===== src/rtl/stage_tl_pkg.sv =====
// Shared types for the translation stage: datapath words, page numbers and DTLB entries.
// Imported by the EXTL/TLC interface, the DTLB and the stage top.
package stage_tl_pkg;

  localparam int WORD_BITS    = 32;
  localparam int PAGE_BITS    = 12;
  localparam int VPN_BITS     = WORD_BITS - PAGE_BITS;
  localparam int PPN_BITS_DEF = 8;
  // Stored ppn is sized for the widest physical space; an instance keeps only its low PPN_BITS.
  localparam int PPN_MAX      = 20;

  typedef logic [WORD_BITS-1:0]              word_t;
  typedef logic [WORD_BITS-1:0]              vptr_t;
  typedef logic [4:0]                        regid_t;
  typedef logic [1:0]                        threadid_t;
  typedef logic [VPN_BITS-1:0]               vpn_t;
  typedef logic [PPN_MAX-1:0]                ppn_t;
  typedef logic [PPN_BITS_DEF+PAGE_BITS-1:0] pptr_t;

  typedef enum logic [1:0] {
    TLBW_OFF  = 2'd0,
    TLBW_ITLB = 2'd1,
    TLBW_DTLB = 2'd2
  } tlbwrite_t;

  typedef struct packed {
    logic valid;
    vpn_t vpn;
    ppn_t ppn;
  } dtlb_entry_t;

  function automatic vpn_t vpn_of(input vptr_t addr);
    return addr[WORD_BITS-1:PAGE_BITS];
  endfunction

endpackage


===== src/rtl/stage_tl_if.sv =====
// EXTL (into the translation stage) and TLC (into the cache stage) signal bundle.
// master = surrounding pipeline, slave = stage_tl.
interface stage_tl_if
  import stage_tl_pkg::*;
#(
  parameter int PPN_BITS = PPN_BITS_DEF
);

  threadid_t tl_thread;
  logic      tl_isvalid;
  logic      tl_itlb_miss;
  vptr_t     tl_pc;
  word_t     tl_data;
  word_t     tl_mul;
  word_t     tl_r2;
  regid_t    tl_dst;
  logic      tl_isequal;
  logic      tl_flag_mem;
  logic      tl_flag_store;
  logic      tl_flag_isbyte;
  logic      tl_flag_mul;
  logic      tl_flag_reg;
  logic      tl_flag_jump;
  logic      tl_flag_branch;
  logic      tl_flag_iret;
  tlbwrite_t tl_flag_tlbwrite;
  logic      tl_priv;
  logic      c_stall;
  logic      tl_flush;

  threadid_t                     c_thread;
  logic                          c_isvalid;
  logic                          c_itlb_miss;
  vptr_t                         c_pc;
  word_t                         c_data;
  word_t                         c_mul;
  word_t                         c_r2;
  regid_t                        c_dst;
  logic [PPN_BITS+PAGE_BITS-1:0] c_paddr;
  logic                          c_dtlb_miss;
  logic                          c_flag_mem;
  logic                          c_flag_store;
  logic                          c_flag_isbyte;
  logic                          c_flag_mul;
  logic                          c_flag_reg;
  logic                          c_flag_iret;
  logic                          c_redirect;
  vptr_t                         c_redirect_pc;

  modport master (
    output tl_thread, tl_isvalid, tl_itlb_miss, tl_pc, tl_data, tl_mul, tl_r2, tl_dst,
           tl_isequal, tl_flag_mem, tl_flag_store, tl_flag_isbyte, tl_flag_mul, tl_flag_reg,
           tl_flag_jump, tl_flag_branch, tl_flag_iret, tl_flag_tlbwrite, tl_priv,
           c_stall, tl_flush,
    input  c_thread, c_isvalid, c_itlb_miss, c_pc, c_data, c_mul, c_r2, c_dst, c_paddr,
           c_dtlb_miss, c_flag_mem, c_flag_store, c_flag_isbyte, c_flag_mul, c_flag_reg,
           c_flag_iret, c_redirect, c_redirect_pc
  );

  modport slave (
    input  tl_thread, tl_isvalid, tl_itlb_miss, tl_pc, tl_data, tl_mul, tl_r2, tl_dst,
           tl_isequal, tl_flag_mem, tl_flag_store, tl_flag_isbyte, tl_flag_mul, tl_flag_reg,
           tl_flag_jump, tl_flag_branch, tl_flag_iret, tl_flag_tlbwrite, tl_priv,
           c_stall, tl_flush,
    output c_thread, c_isvalid, c_itlb_miss, c_pc, c_data, c_mul, c_r2, c_dst, c_paddr,
           c_dtlb_miss, c_flag_mem, c_flag_store, c_flag_isbyte, c_flag_mul, c_flag_reg,
           c_flag_iret, c_redirect, c_redirect_pc
  );

endinterface


===== src/rtl/stage_tl_dtlb.sv =====
// Fully-associative data TLB: combinational lookup, one write port, round-robin victim.
// A write always targets the page being looked up, so both share the vpn input.
module stage_tl_dtlb
  import stage_tl_pkg::*;
#(
  parameter int DTLB_ENTRIES = 4,
  parameter int PPN_BITS     = PPN_BITS_DEF
) (
  input  logic                clk,
  input  logic                rst,
  input  vpn_t                vpn,
  output logic                hit,
  output logic [PPN_BITS-1:0] hit_ppn,
  input  logic                we,
  input  logic [PPN_BITS-1:0] wr_ppn
);

  localparam int IDX_BITS = (DTLB_ENTRIES > 1) ? $clog2(DTLB_ENTRIES) : 1;
  typedef logic [IDX_BITS-1:0] idx_t;

  dtlb_entry_t             entries [DTLB_ENTRIES];
  idx_t                    rr;
  logic [DTLB_ENTRIES-1:0] match;
  logic                    any_free;
  idx_t                    match_idx;
  idx_t                    free_idx;
  idx_t                    wr_idx;

  // NOTE: every always_comb output gets a default first so no path leaves a latch behind.
  always_comb begin
    match     = '0;
    any_free  = 1'b0;
    match_idx = '0;
    free_idx  = '0;
    for (int i = 0; i < DTLB_ENTRIES; i++) begin
      match[i] = entries[i].valid && (entries[i].vpn == vpn);
    end
    // Walking downward leaves the lowest index standing for both searches.
    for (int i = DTLB_ENTRIES - 1; i >= 0; i--) begin
      if (match[i]) match_idx = idx_t'(i);
      if (!entries[i].valid) begin
        free_idx = idx_t'(i);
        any_free = 1'b1;
      end
    end
    hit     = |match;
    hit_ppn = entries[match_idx].ppn[PPN_BITS-1:0];
    if (hit)           wr_idx = match_idx;
    else if (any_free) wr_idx = free_idx;
    else               wr_idx = rr;
  end

  // NOTE: only valid bits and rr are reset; vpn/ppn contents are never observed while invalid.
  always_ff @(posedge clk) begin
    if (rst) begin
      rr <= '0;
      for (int i = 0; i < DTLB_ENTRIES; i++) entries[i].valid <= 1'b0;
    end else if (we) begin
      entries[wr_idx] <= '{valid: 1'b1, vpn: vpn, ppn: ppn_t'(wr_ppn)};
      if (!hit && !any_free) rr <= rr + 1'b1;
    end
  end

endmodule


===== src/rtl/stage_tl.sv =====
// Translation stage: EX results in, DTLB translation, DTLB writes and branch resolution,
// registered onto the TLC interface with one cycle of latency.
module stage_tl
  import stage_tl_pkg::*;
#(
  parameter int DTLB_ENTRIES = 4,
  parameter int PPN_BITS     = PPN_BITS_DEF
) (
  input logic       clk,
  input logic       rst,
  stage_tl_if.slave bus
);

  localparam int PPTR_BITS = PPN_BITS + PAGE_BITS;

  logic                 hit;
  logic [PPN_BITS-1:0]  hit_ppn;
  logic                 commit;
  logic                 dtlb_miss;
  logic                 taken;
  logic                 live;
  logic [PPTR_BITS-1:0] paddr;

  assign commit = bus.tl_isvalid && !bus.c_stall && !bus.tl_flush &&
                  (bus.tl_flag_tlbwrite == TLBW_DTLB);

  stage_tl_dtlb #(
    .DTLB_ENTRIES (DTLB_ENTRIES),
    .PPN_BITS     (PPN_BITS)
  ) u_dtlb (
    .clk     (clk),
    .rst     (rst),
    .vpn     (vpn_of(bus.tl_data)),
    .hit     (hit),
    .hit_ppn (hit_ppn),
    .we      (commit),
    .wr_ppn  (bus.tl_r2[PPN_BITS-1:0])
  );

  always_comb begin
    live      = bus.tl_isvalid && !bus.tl_flush;
    dtlb_miss = bus.tl_isvalid && bus.tl_flag_mem && !bus.tl_priv && !hit;
    taken     = bus.tl_isvalid &&
                (bus.tl_flag_jump || (bus.tl_flag_branch && bus.tl_isequal) || bus.tl_flag_iret);
    if (bus.tl_priv)  paddr = bus.tl_data[PPTR_BITS-1:0];
    else if (hit)     paddr = {hit_ppn, bus.tl_data[PAGE_BITS-1:0]};
    else              paddr = '0;
  end

  // NOTE: all pipeline state uses non-blocking assignments so every register samples pre-edge values.
  always_ff @(posedge clk) begin
    if (rst) begin
      bus.c_thread      <= '0;
      bus.c_isvalid     <= 1'b0;
      bus.c_itlb_miss   <= 1'b0;
      bus.c_pc          <= '0;
      bus.c_data        <= '0;
      bus.c_mul         <= '0;
      bus.c_r2          <= '0;
      bus.c_dst         <= '0;
      bus.c_paddr       <= '0;
      bus.c_dtlb_miss   <= 1'b0;
      bus.c_flag_mem    <= 1'b0;
      bus.c_flag_store  <= 1'b0;
      bus.c_flag_isbyte <= 1'b0;
      bus.c_flag_mul    <= 1'b0;
      bus.c_flag_reg    <= 1'b0;
      bus.c_flag_iret   <= 1'b0;
      bus.c_redirect    <= 1'b0;
      bus.c_redirect_pc <= '0;
    end else if (!bus.c_stall) begin
      bus.c_thread      <= bus.tl_thread;
      bus.c_isvalid     <= live;
      bus.c_itlb_miss   <= bus.tl_itlb_miss;
      bus.c_pc          <= bus.tl_pc;
      bus.c_data        <= bus.tl_data;
      bus.c_mul         <= bus.tl_mul;
      bus.c_r2          <= bus.tl_r2;
      bus.c_dst         <= bus.tl_dst;
      bus.c_paddr       <= paddr;
      bus.c_dtlb_miss   <= dtlb_miss && !bus.tl_flush;
      bus.c_flag_mem    <= bus.tl_flag_mem && live;
      bus.c_flag_store  <= bus.tl_flag_store && live;
      bus.c_flag_isbyte <= bus.tl_flag_isbyte && live;
      bus.c_flag_mul    <= bus.tl_flag_mul && live;
      bus.c_flag_reg    <= bus.tl_flag_reg && live;
      bus.c_flag_iret   <= bus.tl_flag_iret && live;
      bus.c_redirect    <= taken && !bus.tl_flush;
      // A flushed branch is treated as not taken, so its target reads as zero too.
      bus.c_redirect_pc <= (taken && !bus.tl_flush) ? bus.tl_data : '0;
    end else if (bus.tl_flush) begin
      // Stalled and flushed: kill the held instruction, keep the rest of the payload.
      bus.c_isvalid     <= 1'b0;
      bus.c_flag_mem    <= 1'b0;
      bus.c_flag_store  <= 1'b0;
      bus.c_flag_isbyte <= 1'b0;
      bus.c_flag_mul    <= 1'b0;
      bus.c_flag_reg    <= 1'b0;
      bus.c_flag_iret   <= 1'b0;
      bus.c_redirect    <= 1'b0;
    end
  end

endmodule


===== src/flat_wrapper.sv =====
// flat-port wrapper written by rule: the top's interface ports become plain ports
module stage_tl_flat import stage_tl_pkg::*;
#(
  parameter int DTLB_ENTRIES = 4,
  parameter int PPN_BITS     = PPN_BITS_DEF
)
  (clk, rst, bus_tl_thread, bus_tl_isvalid, bus_tl_itlb_miss, bus_tl_pc, bus_tl_data, bus_tl_mul, bus_tl_r2, bus_tl_dst, bus_tl_isequal, bus_tl_flag_mem, bus_tl_flag_store, bus_tl_flag_isbyte, bus_tl_flag_mul, bus_tl_flag_reg, bus_tl_flag_jump, bus_tl_flag_branch, bus_tl_flag_iret, bus_tl_flag_tlbwrite, bus_tl_priv, bus_c_stall, bus_tl_flush, bus_c_thread, bus_c_isvalid, bus_c_itlb_miss, bus_c_pc, bus_c_data, bus_c_mul, bus_c_r2, bus_c_dst, bus_c_paddr, bus_c_dtlb_miss, bus_c_flag_mem, bus_c_flag_store, bus_c_flag_isbyte, bus_c_flag_mul, bus_c_flag_reg, bus_c_flag_iret, bus_c_redirect, bus_c_redirect_pc);
  stage_tl_if #(.PPN_BITS(PPN_BITS)) bus_i ();
  input logic clk;
  input logic rst;
  input wire logic [$bits(bus_i.tl_thread)-1:0] bus_tl_thread;
  input wire logic [$bits(bus_i.tl_isvalid)-1:0] bus_tl_isvalid;
  input wire logic [$bits(bus_i.tl_itlb_miss)-1:0] bus_tl_itlb_miss;
  input wire logic [$bits(bus_i.tl_pc)-1:0] bus_tl_pc;
  input wire logic [$bits(bus_i.tl_data)-1:0] bus_tl_data;
  input wire logic [$bits(bus_i.tl_mul)-1:0] bus_tl_mul;
  input wire logic [$bits(bus_i.tl_r2)-1:0] bus_tl_r2;
  input wire logic [$bits(bus_i.tl_dst)-1:0] bus_tl_dst;
  input wire logic [$bits(bus_i.tl_isequal)-1:0] bus_tl_isequal;
  input wire logic [$bits(bus_i.tl_flag_mem)-1:0] bus_tl_flag_mem;
  input wire logic [$bits(bus_i.tl_flag_store)-1:0] bus_tl_flag_store;
  input wire logic [$bits(bus_i.tl_flag_isbyte)-1:0] bus_tl_flag_isbyte;
  input wire logic [$bits(bus_i.tl_flag_mul)-1:0] bus_tl_flag_mul;
  input wire logic [$bits(bus_i.tl_flag_reg)-1:0] bus_tl_flag_reg;
  input wire logic [$bits(bus_i.tl_flag_jump)-1:0] bus_tl_flag_jump;
  input wire logic [$bits(bus_i.tl_flag_branch)-1:0] bus_tl_flag_branch;
  input wire logic [$bits(bus_i.tl_flag_iret)-1:0] bus_tl_flag_iret;
  input wire logic [$bits(bus_i.tl_flag_tlbwrite)-1:0] bus_tl_flag_tlbwrite;
  input wire logic [$bits(bus_i.tl_priv)-1:0] bus_tl_priv;
  input wire logic [$bits(bus_i.c_stall)-1:0] bus_c_stall;
  input wire logic [$bits(bus_i.tl_flush)-1:0] bus_tl_flush;
  output wire logic [$bits(bus_i.c_thread)-1:0] bus_c_thread;
  output wire logic [$bits(bus_i.c_isvalid)-1:0] bus_c_isvalid;
  output wire logic [$bits(bus_i.c_itlb_miss)-1:0] bus_c_itlb_miss;
  output wire logic [$bits(bus_i.c_pc)-1:0] bus_c_pc;
  output wire logic [$bits(bus_i.c_data)-1:0] bus_c_data;
  output wire logic [$bits(bus_i.c_mul)-1:0] bus_c_mul;
  output wire logic [$bits(bus_i.c_r2)-1:0] bus_c_r2;
  output wire logic [$bits(bus_i.c_dst)-1:0] bus_c_dst;
  output wire logic [$bits(bus_i.c_paddr)-1:0] bus_c_paddr;
  output wire logic [$bits(bus_i.c_dtlb_miss)-1:0] bus_c_dtlb_miss;
  output wire logic [$bits(bus_i.c_flag_mem)-1:0] bus_c_flag_mem;
  output wire logic [$bits(bus_i.c_flag_store)-1:0] bus_c_flag_store;
  output wire logic [$bits(bus_i.c_flag_isbyte)-1:0] bus_c_flag_isbyte;
  output wire logic [$bits(bus_i.c_flag_mul)-1:0] bus_c_flag_mul;
  output wire logic [$bits(bus_i.c_flag_reg)-1:0] bus_c_flag_reg;
  output wire logic [$bits(bus_i.c_flag_iret)-1:0] bus_c_flag_iret;
  output wire logic [$bits(bus_i.c_redirect)-1:0] bus_c_redirect;
  output wire logic [$bits(bus_i.c_redirect_pc)-1:0] bus_c_redirect_pc;
  assign bus_i.tl_thread = bus_tl_thread;
  assign bus_i.tl_isvalid = bus_tl_isvalid;
  assign bus_i.tl_itlb_miss = bus_tl_itlb_miss;
  assign bus_i.tl_pc = bus_tl_pc;
  assign bus_i.tl_data = bus_tl_data;
  assign bus_i.tl_mul = bus_tl_mul;
  assign bus_i.tl_r2 = bus_tl_r2;
  assign bus_i.tl_dst = bus_tl_dst;
  assign bus_i.tl_isequal = bus_tl_isequal;
  assign bus_i.tl_flag_mem = bus_tl_flag_mem;
  assign bus_i.tl_flag_store = bus_tl_flag_store;
  assign bus_i.tl_flag_isbyte = bus_tl_flag_isbyte;
  assign bus_i.tl_flag_mul = bus_tl_flag_mul;
  assign bus_i.tl_flag_reg = bus_tl_flag_reg;
  assign bus_i.tl_flag_jump = bus_tl_flag_jump;
  assign bus_i.tl_flag_branch = bus_tl_flag_branch;
  assign bus_i.tl_flag_iret = bus_tl_flag_iret;
  assign bus_i.tl_flag_tlbwrite = bus_tl_flag_tlbwrite;
  assign bus_i.tl_priv = bus_tl_priv;
  assign bus_i.c_stall = bus_c_stall;
  assign bus_i.tl_flush = bus_tl_flush;
  assign bus_c_thread = bus_i.c_thread;
  assign bus_c_isvalid = bus_i.c_isvalid;
  assign bus_c_itlb_miss = bus_i.c_itlb_miss;
  assign bus_c_pc = bus_i.c_pc;
  assign bus_c_data = bus_i.c_data;
  assign bus_c_mul = bus_i.c_mul;
  assign bus_c_r2 = bus_i.c_r2;
  assign bus_c_dst = bus_i.c_dst;
  assign bus_c_paddr = bus_i.c_paddr;
  assign bus_c_dtlb_miss = bus_i.c_dtlb_miss;
  assign bus_c_flag_mem = bus_i.c_flag_mem;
  assign bus_c_flag_store = bus_i.c_flag_store;
  assign bus_c_flag_isbyte = bus_i.c_flag_isbyte;
  assign bus_c_flag_mul = bus_i.c_flag_mul;
  assign bus_c_flag_reg = bus_i.c_flag_reg;
  assign bus_c_flag_iret = bus_i.c_flag_iret;
  assign bus_c_redirect = bus_i.c_redirect;
  assign bus_c_redirect_pc = bus_i.c_redirect_pc;
  stage_tl #(.DTLB_ENTRIES(DTLB_ENTRIES), .PPN_BITS(PPN_BITS)) u_core (.clk(clk), .rst(rst), .bus(bus_i));
endmodule

===== config.mk =====
export PLATFORM = sky130hd
export DESIGN_NAME = stage_tl_flat
export DESIGN_NICKNAME = d
export VERILOG_FILES = /design/src/rtl/stage_tl_pkg.sv /design/src/rtl/stage_tl_if.sv /design/src/rtl/stage_tl_dtlb.sv /design/src/rtl/stage_tl.sv /design/src/flat_wrapper.sv
export SDC_FILE = /design/constraint.sdc
export NUM_CORES = 1
export LEC_CHECK = 0
export BUFFER_PORTS_ARGS = -buffer_cell sky130_fd_sc_hd__buf_2
export CELL_PAD_IN_SITES_DETAIL_PLACEMENT = 0
export CELL_PAD_IN_SITES_GLOBAL_PLACEMENT = 1
export CORE_MARGIN = 5
export CORE_UTILIZATION = 30
export DETAILED_ROUTE_END_ITERATION = 8
export PLACE_DENSITY = 0.71
export SETUP_SLACK_MARGIN = 0.02
export SKIP_CTS_REPAIR_TIMING = 1
export SYNTH_ARGS = -nofsm -noshare
export SYNTH_HDL_FRONTEND = slang
export SYNTH_SLANG_ARGS = --single-unit
export TNS_END_PERCENT = 5

===== constraint.sdc =====
create_clock -name clk -period 7.66 [get_ports clk]
set_clock_uncertainty 0.1 [all_clocks]
set_input_delay 1.532 -clock clk [delete_from_list [all_inputs] [get_ports clk]]
set_output_delay 1.532 -clock clk [all_outputs]
set_load 0.005 [all_outputs]

Yosys cells after proc, flatten, opt, wreduce, memory -nomap -nowiden
Memory sizes are Yosys's and may differ from the RTL's.
Index checks and enable logic that the tools add are counted.
{ "word_totals": {"ram_bits": 116, "output_inout_bits": 197, "reg_bits": 199, "input_bits": 153, "mem_count": 1, "elab_cells": 93} }
{ "memory_table": {"columns": ["name", "words", "width", "read_ports", "rd_ports_with_merged_regs", "wr", "line_no", "source"], "rows": [
  ["u_core.u_dtlb.entries", 4, 29, 5, 0, 4, "stage_tl_dtlb.sv:21", "dtlb_entry_t entries [DTLB_ENTRIES];"]
]} }
{ "classes": {"n_addsub": 1, "muxes": 34, "n_eq_ne": 6, "reduce_logical": 32} }
{ "op_table": {"columns": ["cell", "n"], "rows": [
  ["== test 20 bit", 4],
  ["2-to-1 mux 20 bit", 2],
  ["2-to-1 mux 32 bit", 1],
  ["2-to-1 mux 29 bit", 1],
  ["OR reduction 29 bit", 1],
  ["2-to-1 mux 2 bit", 12],
  ["logical AND 1 bit", 22],
  ["2-to-1 mux 1 bit", 18],
  ["zero test 1 bit", 5],
  ["OR reduction 4 bit", 1],
  ["adder 2 x 1 -> 2 bit (second input constant)", 1],
  ["== test 2 bit (second input constant)", 1],
  ["logical OR 1 bit", 2],
  ["!= test 2 x 1 -> 1 bit (second input constant)", 1],
  ["AND reduction 2 bit", 1]
]} }

Longest topological paths before layout
Gate-level depths: netlist (run 1).
An unclocked memory read counts as a cell.
{ "depth": {"depth_word": 10, "mapped_depth": 9} }

Modules after synthesis
From an unflattened synthesis (run 1), not the netlist that was laid out.
{ "hier_totals": {"hier_cells": 1101, "hier_area_um2": 12767.2} }
{ "by_module_without_submodules": {"columns": ["mod", "cells_each", "n_inst", "area_per_inst_um2"], "rows": [
  ["stage_tl", 712, 1, 7283.2],
  ["stage_tl_dtlb", 389, 1, 5484.0]
]} }

Worst setup path before layout (run 1)
OpenSTA, ideal clock, no wires.
{ "synth_timing": {"path_kind": "input port to flip-flop", "start": "input bus_tl_data[27]", "end": "memory u_core.u_dtlb.entries[3][0] (netlist bit), enable pin", "cell_stages": 9, "t_arrival_ns": 6.076, "path_buffers": 2, "required_ns": 7.076, "setup_slack_ns": 1.001, "path_cell_list": "clkbuf_1 xnor2_1 nand2_1 or3b_2 or4_1 o211ai_1 nand3_1 clkbuf_1 nor4_1"} }
{ "synth_rtl": {"columns": ["item", "line_no", "source"], "rows": [
  ["from (decl)", "flat_wrapper.sv:15", "input wire logic [$bits(bus_i.tl_data)-1:0] bus_tl_data;"],
  ["to (decl)", "stage_tl_dtlb.sv:21", null]
]} }

==> results of run 1 <==
per-layer routing:
layer / vias up / track usage
li1: 4379 / -
met2: 282 / 0.2602
met1: 4353 / 0.2022
met4: 0 / 0.04900
met3: 52 / 0.04132
met5: - / 0
worst paths after layout:
check	startpoint	endpoint	slack [ns]
setup reg to reg	u_core.u_dtlb.entries[3][12]	u_core.u_dtlb.entries[1][10]	4.07
hold / removal	u_core.bus.c_paddr[0]	u_core.bus.c_paddr[0]	0.36
hold reg to reg	u_core.bus.c_paddr[0]	u_core.bus.c_paddr[0]	0.36
setup / recovery	bus_tl_data[14]	u_core.u_dtlb.entries[1][10]	3.26
worst min-delay path: cells and delay by family (launching register included):
| kind | cells | cell delay, ns |
|---|---|---|
| compound gates | 1 | 0.05 |
| simple gates | 1 | 0.06 |
| flops | 1 | 0.30 |
power by group through the flow:
stage	Sequential [mW]	Combinational (mW)	Clock, mW
after floorplan	1.84	0.157	0
after global placement	1.84	0.302	0
after detailed placement	1.84	0.304	0
after CTS	1.80	0.306	1.78
after global routing	1.81	0.333	1.85
final	1.80	0.299	1.73
kinds of logic after synthesis:
| kind of cell | synth area share |
|---|---|
| buffers and inverters | 0.02885 |
| multiplexers | 0.1076 |
| AO/OA/AOI/OAI | 0.06494 |
| AND/OR/NAND/NOR | 0.1304 |
| XOR/XNOR | 0.05984 |
| flip-flops | 0.6084 |
stage by stage:
stage / instances / cell area (µm²)
floorplan: 1070 / 12270
global placement: 1882 / 14440
detailed placement: 1882 / 14440
CTS: 1945 / 15630
global route: 1946 / 15630
finish: 1946 / 15630
synth_stat cells, types with 2 or more instances:
cell | n | area share
xnor2_1 | 34 | 0.024
xor2_1 | 43 | 0.031
buf_1 | 18 | 0.0055
a22oi_1 | 38 | 0.023
nand2_1 | 36 | 0.011
o221ai_1 | 8 | 0.0057
nor4_1 | 17 | 0.0087
nor3_1 | 6 | 0.0024
nor4b_1 | 2 | 0.0014
and2_1 | 29 | 0.015
mux2i_1 | 132 | 0.11
or4_1 | 3 | 0.0018
and3_1 | 2 | 0.0010
or3_1 | 5 | 0.0025
buf_6 | 3 | 0.0028
nand4b_1 | 3 | 0.0021
or2_2 | 2 | 0.0010
nand3_1 | 8 | 0.0033
buf_2 | 6 | 0.0024
nand4_1 | 14 | 0.0071
a21oi_1 | 37 | 0.015
xnor2_2 | 2 | 0.0027
o21ai_0 | 18 | 0.0073
clkbuf_1 | 49 | 0.015
nor2_1 | 184 | 0.056
a22o_1 | 8 | 0.0057
edfxtp_1 | 116 | 0.28
dfxtp_1 | 199 | 0.32
inv_1 | 5 | 0.0015
nor2b_1 | 22 | 0.011
o211ai_1 | 2 | 0.0012
layout make-up:
class | count | area share
sequential | 315 | 0.4777
multi-input combinational | 673 | 0.2859
timing repair buffer | 357 | 0.1166
clock buffer | 50 | 0.06580
tap | 532 | 0.04258
clock inverter | 13 | 0.01001
inverter | 5 | 0.001201
antenna | 1 | 0.0001601
==> metrics.cfg, run 1 <==
[detailed_routing]
viasPerCell = 4.659
drc = 0
avgRoutedWirePerCell_um = 19.05
route.top_layer_used = met4
dr.pass1.iters = 5
ant_nets = 0
wl_met2_mm = 17.61
drt-met1-wl_mm = 15.87
num_vias = 9066
drt_wl_total_mm = 37.06
drtIter0Drc = 401
dr_wl_met3_mm = 2.691

[synthesis]
synth.avg_cell_area_um2 = 11.47
synth_enable_flop_cells = 116
syn_inst = 1070
ys_seq_area_frac = 0.6084
synth_ff_type = dfxtp_1
synth_seq_cells = 315
ys_warn_count = 0
syn_area_um2 = 12270
syn_nets = 1223
ys_types = 50
async_reset_ff_frac = 0

[floorplanning]
core_area_um2 = 40650
die_x_um = 212.3
dieHeight_um = 212.3
dieArea_um2 = 45060
io_pins = 350
core.rowCount = 74
start_util = 0.3020

[sta]
setup_viol = 0
layout_min_cycle_time_ns = 4.402
worst_slew_pin_slew_ns = 1.092
fin_tns_setup_ns = 0
max_slew_margin = 0.2693
fin_crit_sh = 0.5747
setup_slack_ns = 3.258
max_freq_ghz = 0.2272
rsz0062_at_grt = false
whs_ns = 0.3576
slew_viol_final = 0
hold_violations = 0

[outcome]
status = complete, no violations

[cts]
htreeDepth = 2
clk_pin_slew_ns = 0.05
cts_max_path_buffers = 3
cts_buffers = 36
cts_tree = yes
cts_root_buf = clkbuf_16
clock_latency_ns = 0.54
cts.sinks = 315

[setup_path]
crit_type = input pin to flip-flop
slowest_delay_ns = 0.86
slowest_stage = and3_2
crit_fanout = 28
crit_path_cell_trace = buf_2, xnor2_1, nand4_1, or4_1, o21ai_0, a21oi_1, o21ai_0, and3_2
path_depth = 8
critPathBufInv = 1
crit_arrival_ns = 4.45
critPathLaunchType = input pin
cpLargestDelayFamily = simple AND/OR/NAND/NOR gates
reg2reg_depth = 7
endpoint_kind = flip-flop
cp.required_ns = 7.71
crit_top_cell = o21ai_0

[cells_and_area]
syn_to_final_growth_pct = 27.35
most-common-layout-cells = buf_2 (347), dfxtp_1 (199), nor2_1 (183), mux2i_1 (132), edfxtp_1 (116)
final_layout_size_suffix_gt1_frac = 0.3029
fin_nets = 1541
seq_area_um2 = 7467
final_core_util = 0.3846
mostFrequentLayoutCell = buf_2
largest_register = u_core.u_dtlb.entries
fill_cells = 4028
largest_register_ffs = 116
multiInputGateArea_um2 = 4469

[power_and_ir_drop]
swShare = 0.2306
power_mw = 3.837
p_comb_frac = 0.078
clockPowerShare = 0.452
ir_drop_mv = 0.1587
internal-power_mw = 2.952
power.leakage_nw = 6.852
p_sw_mw = 0.8846
p_seq_frac = 0.470
powerDensity_nw_per_um2 = 245.4

[global_route]
grt-ovfl-total = 0
grt_max_degree = 104
gr-usage-all-layers = 0.1571
grt_pass1_vias = 9182
grt_pass1_wl_mm = 54.61
antenna_found_initial = 2

[job]
maxCapViolCount = 0

[min_path]
whs_path_depth = 2
hp-class = flip-flop to flip-flop

[place]
place.gp.congestion = 0.8140
io_buffers = 349
pre_cts_ws_ns = 2.774
dp_hpwl_mm = 26.31

Note: power is estimated with default switching activity, not from simulation.
==> run 2, diff against run 1 <==
Clock period 7.66 ns to 4.1 ns, I/O delays scaled along.
==> metrics.cfg, run 2 (synthesized netlist as in run 1, its figures left out) <==
[sta]
setup_slack_ns = 0.8258  ; -2.432 ns
slew_viol_final = 0  ; unchanged
max_freq_ghz = 0.3054
fin_tns_setup_ns = 0  ; unchanged
rsz0062_at_grt = false
setup_viol = 0  ; unchanged
layout_min_cycle_time_ns = 3.274
max_slew_margin = 0.3623  ; +0.09294
worst_slew_pin_slew_ns = 0.9566  ; -0.1359 ns
fin_crit_sh = 0.7986
hold_violations = 0  ; unchanged

[cells_and_area]
final_core_util = 0.3873  ; +0.002709
largest_register_ffs = 116  ; unchanged
multiInputGateArea_um2 = 4483  ; +0.31%
seq_area_um2 = 7467  ; unchanged
largest_register = u_core.u_dtlb.entries
most-common-layout-cells = buf_2 (347), dfxtp_1 (199), nor2_1 (183), mux2i_1 (132), edfxtp_1 (116)
syn_to_final_growth_pct = 28.25
mostFrequentLayoutCell = buf_2
fin_nets = 1553  ; +0.78%
fill_cells = 3988  ; -0.99%
fin_area_um2 = 15740  ; +0.70%
final_layout_size_suffix_gt1_frac = 0.3067  ; +0.003765

[min_path]
holdPathEnd = u_core.bus.c_paddr[5]
whs_path_depth = 2  ; unchanged
hp-start = u_core.bus.c_paddr[5]
hp-class = flip-flop to flip-flop

[setup_path]
reg2reg_slack_ns = 0.91  ; -3.16 ns
cpLargestDelayFamily = simple AND/OR/NAND/NOR gates
r2r-start = u_core.u_dtlb.entries[3][12]
slowest_stage = or4_1
path_depth = 9  ; +1
endpoint_kind = flip-flop
crit_type = input pin to flip-flop
crit_path_cell_trace = buf_2, xnor2_1, nand4_1, or4_1, o21ai_0, a21oi_1, o21ai_0, and3_1, buf_4
crit_top_cell = o21ai_0
crit_fanout = 18  ; -36%
crit_arrival_ns = 3.41  ; -1.04 ns
critPathLaunchType = input pin
timing.rr.end = u_core.u_dtlb.entries[1][13]
cp.required_ns = 4.24  ; -3.47 ns
critPathBufInv = 2  ; +1
slowest_delay_ns = 0.57  ; -0.29 ns
reg2reg_depth = 8  ; +1

[floorplanning]
dieArea_um2 = 45060  ; unchanged
dieHeight_um = 212.3  ; unchanged
io_pins = 350  ; unchanged
core_area_um2 = 40650  ; unchanged
die_x_um = 212.3  ; unchanged
start_util = 0.3020  ; unchanged
core.rowCount = 74  ; unchanged

[cts]
cts_buffers = 36  ; unchanged
clock_latency_ns = 0.57  ; +0.03 ns
cts_max_path_buffers = 3  ; unchanged
cts.sinks = 315  ; unchanged
clk_pin_slew_ns = 0.06  ; about the same
cts_root_buf = clkbuf_16
htreeDepth = 2  ; unchanged
cts_tree = yes

[job]
maxCapViolCount = 0  ; unchanged

[global_route]
grt_pass1_wl_mm = 56.06  ; +2.7%
grt_max_degree = 147  ; +41%
antenna_found_initial = 1  ; -1
grt_pass1_vias = 9244  ; +0.68%
grt-ovfl-total = 0  ; unchanged
gr-usage-all-layers = 0.1608  ; +0.003699

[power_and_ir_drop]
internal-power_mw = 5.471  ; +85%
p_sw_mw = 1.701  ; +92%
p_comb_frac = 0.079  ; about the same
powerDensity_nw_per_um2 = 455.6  ; +86%
ir_drop_mv = 0.3000  ; +89%
swShare = 0.2372  ; +0.006623
clockPowerShare = 0.451  ; about the same
power_mw = 7.173  ; +87%
p_seq_frac = 0.470  ; about the same
power.leakage_nw = 6.900  ; +0.70%

[place]
dp_hpwl_mm = 27.34  ; +3.9%
io_buffers = 349  ; unchanged
pre_cts_ws_ns = 0.2710  ; -2.503 ns
place.gp.congestion = 0.8578  ; +5.4%
place_area_um2 = 14560  ; +0.81%

[detailed_routing]
drc = 0  ; unchanged
drt_wl_total_mm = 37.90  ; +2.3%
drtIter0Drc = 630  ; +57%
viasPerCell = 4.650  ; -0.19%
ant_nets = 0  ; unchanged
num_vias = 9105  ; +0.43%
dr.pass1.iters = 4  ; -1
avgRoutedWirePerCell_um = 19.36  ; +1.6%

[outcome]
status = complete, no violations

[run 2: layer usage]
| layer | GRT usage | part of all wire |
|---|---|---|
| met1 | 0.2111 | 0.43 |
| met2 | 0.2563 | 0.46 |
| met3 | 0.05106 | 0.079 |
| met4 | 0.04745 | 0.027 |
| met5 | 0 | 0 |
[run 2: how the worst max path moves through the flow]
stage / endpoint / slack, ns / start
final: u_core.u_dtlb.entries[1][13] / 0.83 / bus_tl_data[14]
after global routing: u_core.u_dtlb.entries[1][2] / 0.54 / bus_tl_data[14]
after CTS: u_core.u_dtlb.entries[1][2] / 0.85 / bus_tl_data[14]
after detailed placement: u_core.u_dtlb.entries[1][2] / 0.27 / bus_tl_data[14]
after global placement: u_core.u_dtlb.entries[1][2] / 0.33 / bus_tl_data[16]
after floorplan: u_core.u_dtlb.entries[3][0] / 0.02 / bus_tl_data[12]
[run 2: final cells by class]
type,count,area share
timing repair buffer,369,0.1223
inverter,5,0.001192
tap,532,0.04229
antenna,1,0.0001590
multi-input combinational,673,0.2848
clock inverter,14,0.01200
clock buffer,49,0.06287
sequential,315,0.4744
[run 2: power by group through the flow]
stage          clock, mW  sequential [mW]  combinational [mW]
2_1_floorplan          0             3.44               0.295
3_3_place_gp           0             3.44               0.569
3_5_place_dp           0             3.44               0.574
4_1_cts             3.33             3.37               0.576
5_1_grt             3.47             3.38               0.624
6_report            3.23             3.37               0.565
[run 2: stage by stage]
step	hold WS [ns]	instances
3_3_place_gp	0.3452	1894
5_1_grt	0.3663	1958
2_1_floorplan	0.3523	1070
4_1_cts	0.3581	1957
3_5_place_dp	0.3489	1894
6_report	0.3563	1958
[run 2: worst reg2reg max path: cells and delay by family (launching register included)]
| kind | cells | cell delay (ns) |
|---|---|---|
| and+or+nand+nor | 3 | 0.98 |
| DFF | 1 | 0.38 |
| buffers and inverters | 1 | 0.29 |
| xor gates and xnor gates | 1 | 0.29 |
| AOI/OAI and AO/OA | 3 | 0.83 |
==> run 3, diff against run 2 <==
Clock period 4.1 ns to 3.12 ns, I/O delays scaled along.
==> metrics.cfg, run 3 (synthesized netlist as in run 1, its figures left out) <==
[place]
place_area_um2 = 15230  ; +4.6%
place.gp.congestion = 0.8837  ; +3.0%
dp_hpwl_mm = 27.53  ; +0.69%
io_buffers = 349  ; unchanged
pre_cts_ws_ns = -0.3262  ; -0.5972 ns

[power_and_ir_drop]
power_mw = 9.652  ; +35%
swShare = 0.2350  ; -0.002202
clockPowerShare = 0.458  ; +0.007
powerDensity_nw_per_um2 = 584.4  ; +28%
ir_drop_mv = 0.4325  ; +44%
p_sw_mw = 2.268  ; +33%
power.leakage_nw = 7.366  ; +6.7%
internal-power_mw = 7.384  ; +35%
p_seq_frac = 0.459  ; -0.011
p_comb_frac = 0.083  ; +0.004

[cells_and_area]
syn_to_final_growth_pct = 34.56
seq_area_um2 = 7467  ; unchanged
final_core_util = 0.4063  ; +0.01905
fin_area_um2 = 16520  ; +4.9%
largest_register_ffs = 116  ; unchanged
most-common-layout-cells = buf_2 (347), dfxtp_1 (199), nor2_1 (182), mux2i_1 (132), edfxtp_1 (116)
mostFrequentLayoutCell = buf_2
largest_register = u_core.u_dtlb.entries
multiInputGateArea_um2 = 4554  ; +1.6%
fin_nets = 1623  ; +4.5%
final_layout_size_suffix_gt1_frac = 0.3469  ; +0.04023
fill_cells = 3958  ; -0.75%

[sta]
rsz0062_at_grt = true
setup_slack_ns = 0.1097  ; -0.7161 ns
fin_crit_sh = 0.9648
whs_ns = 0.2143  ; -0.1420 ns
worst_slew_pin_slew_ns = 0.8279  ; -0.1287 ns
layout_min_cycle_time_ns = 3.010
hold_violations = 0  ; unchanged
slew_viol_final = 0  ; unchanged
setup_viol = 0  ; unchanged
max_slew_margin = 0.4481  ; +0.08581
max_freq_ghz = 0.3322

[global_route]
grt-ovfl-total = 0  ; unchanged
use_met1 = 0.2124  ; +0.001263
grt_pass1_wl_mm = 56.20  ; +0.25%
grt.busiest_layer = met2
antenna_found_initial = 0  ; -1
met3_usage = 0.04412  ; -0.006935
grt_pass1_vias = 9497  ; +2.7%
gr-usage-met2 = 0.2616  ; +0.005289
grt_max_degree = 177  ; +20%
gr-usage-all-layers = 0.1604  ; -0.0004081

[min_path]
holdPathEnd = u_core.bus.c_mul[29]
whs_path_depth = 3  ; +1
hp-class = input pin to flip-flop
hp-start = bus_tl_mul[29]

[setup_path]
crit_arrival_ns = 3.16  ; -0.25 ns
critPathLaunchType = flip-flop
reg2reg_depth = 10  ; +2
crit_fanout = 7  ; -11
r2r-start = u_core.u_dtlb.entries[3][27]
cp.required_ns = 3.27  ; -0.97 ns
endpoint_kind = flip-flop
timing.rr.end = u_core.u_dtlb.entries[2][20]
reg2reg_slack_ns = 0.11  ; -0.80 ns
crit_type = flip-flop to flip-flop

[cts]
clock_latency_ns = 0.54  ; -0.03 ns
cts_root_buf = clkbuf_16
cts_max_path_buffers = 3  ; unchanged
clk_pin_slew_ns = 0.06  ; about the same
cts.sinks = 315  ; unchanged
cts_buffers = 38  ; +5.6%
cts_tree = yes
htreeDepth = 2  ; unchanged

[detailed_routing]
num_vias = 9365  ; +2.9%
dr.pass1.iters = 5  ; +1
drt_wl_total_mm = 37.92  ; about the same
drtIter0Drc = 540  ; -14%
drc = 0  ; unchanged
avgRoutedWirePerCell_um = 18.66  ; -3.6%
ant_nets = 0  ; unchanged
viasPerCell = 4.609  ; -0.89%

[floorplanning]
start_util = 0.3020  ; unchanged
io_pins = 350  ; unchanged
core.rowCount = 74  ; unchanged
die_x_um = 212.3  ; unchanged
core_area_um2 = 40650  ; unchanged
dieArea_um2 = 45060  ; unchanged
dieHeight_um = 212.3  ; unchanged

[outcome]
status = complete, no violations

[job]
maxCapViolCount = 0  ; unchanged

## run 3: power groups by stage
stage / combinational [mW] / sequential, mW / clock [mW]
floorplan: 0.403 / 4.53 / 0
global placement: 0.808 / 4.51 / 0
detailed placement: 0.816 / 4.52 / 0
CTS: 0.820 / 4.43 / 4.54
global route: 0.888 / 4.44 / 4.71
finish: 0.806 / 4.43 / 4.42
## run 3: worst max path at each step
stage                                            start                           end  cells past startpoint  slack [ns]
after floorplan                        bus_tl_data[26]   u_core.u_dtlb.entries[3][0]                      9       -0.54
after global placement                 bus_tl_data[31]  u_core.u_dtlb.entries[2][20]                     10       -0.31
after detailed placement               bus_tl_data[23]  u_core.u_dtlb.entries[2][22]                      9       -0.33
after CTS                 u_core.u_dtlb.entries[2][19]  u_core.u_dtlb.entries[2][21]                      8      -0.001
after global routing      u_core.u_dtlb.entries[3][27]  u_core.u_dtlb.entries[3][20]                      8       0.007
final                     u_core.u_dtlb.entries[3][27]  u_core.u_dtlb.entries[2][20]                     10        0.11
## run 3: metal layers
metal | vias to the layer above | wire (µm)
li1 | 4553 | -
met4 | 0 | 697
met3 | 44 | 2840
met1 | 4454 | 16540
met2 | 314 | 17840
met5 | - | 0
## run 3: metrics by stage
step	TNS, ns	instances
2_1_floorplan	-52.96	1070
3_3_place_gp	-26.84	1960
3_5_place_dp	-30.61	1960
4_1_cts	-0.001179	2029
5_1_grt	0	2031
6_report	0	2032
## run 3: critical path: stages, from the launching register on
cell      delay, ns
edfxtp_1       0.41
xnor2_2        0.27
nand4_1        0.13
or4_1          0.59
or2_4          0.28
o211ai_1       0.08
nand3_1        0.22
buf_4          0.21
nor2_2         0.11
buf_4          0.14
buf_4          0.16
## run 3: layout make-up
class                      instances  share of cell area
clock buffer                      55             0.06894
multi-input combinational        673              0.2758
inverter                           5            0.001136
tap                              532             0.04030
clock inverter                    14            0.007576
sequential                       315              0.4521
timing repair buffer             437              0.1540
antenna                            1           0.0001515
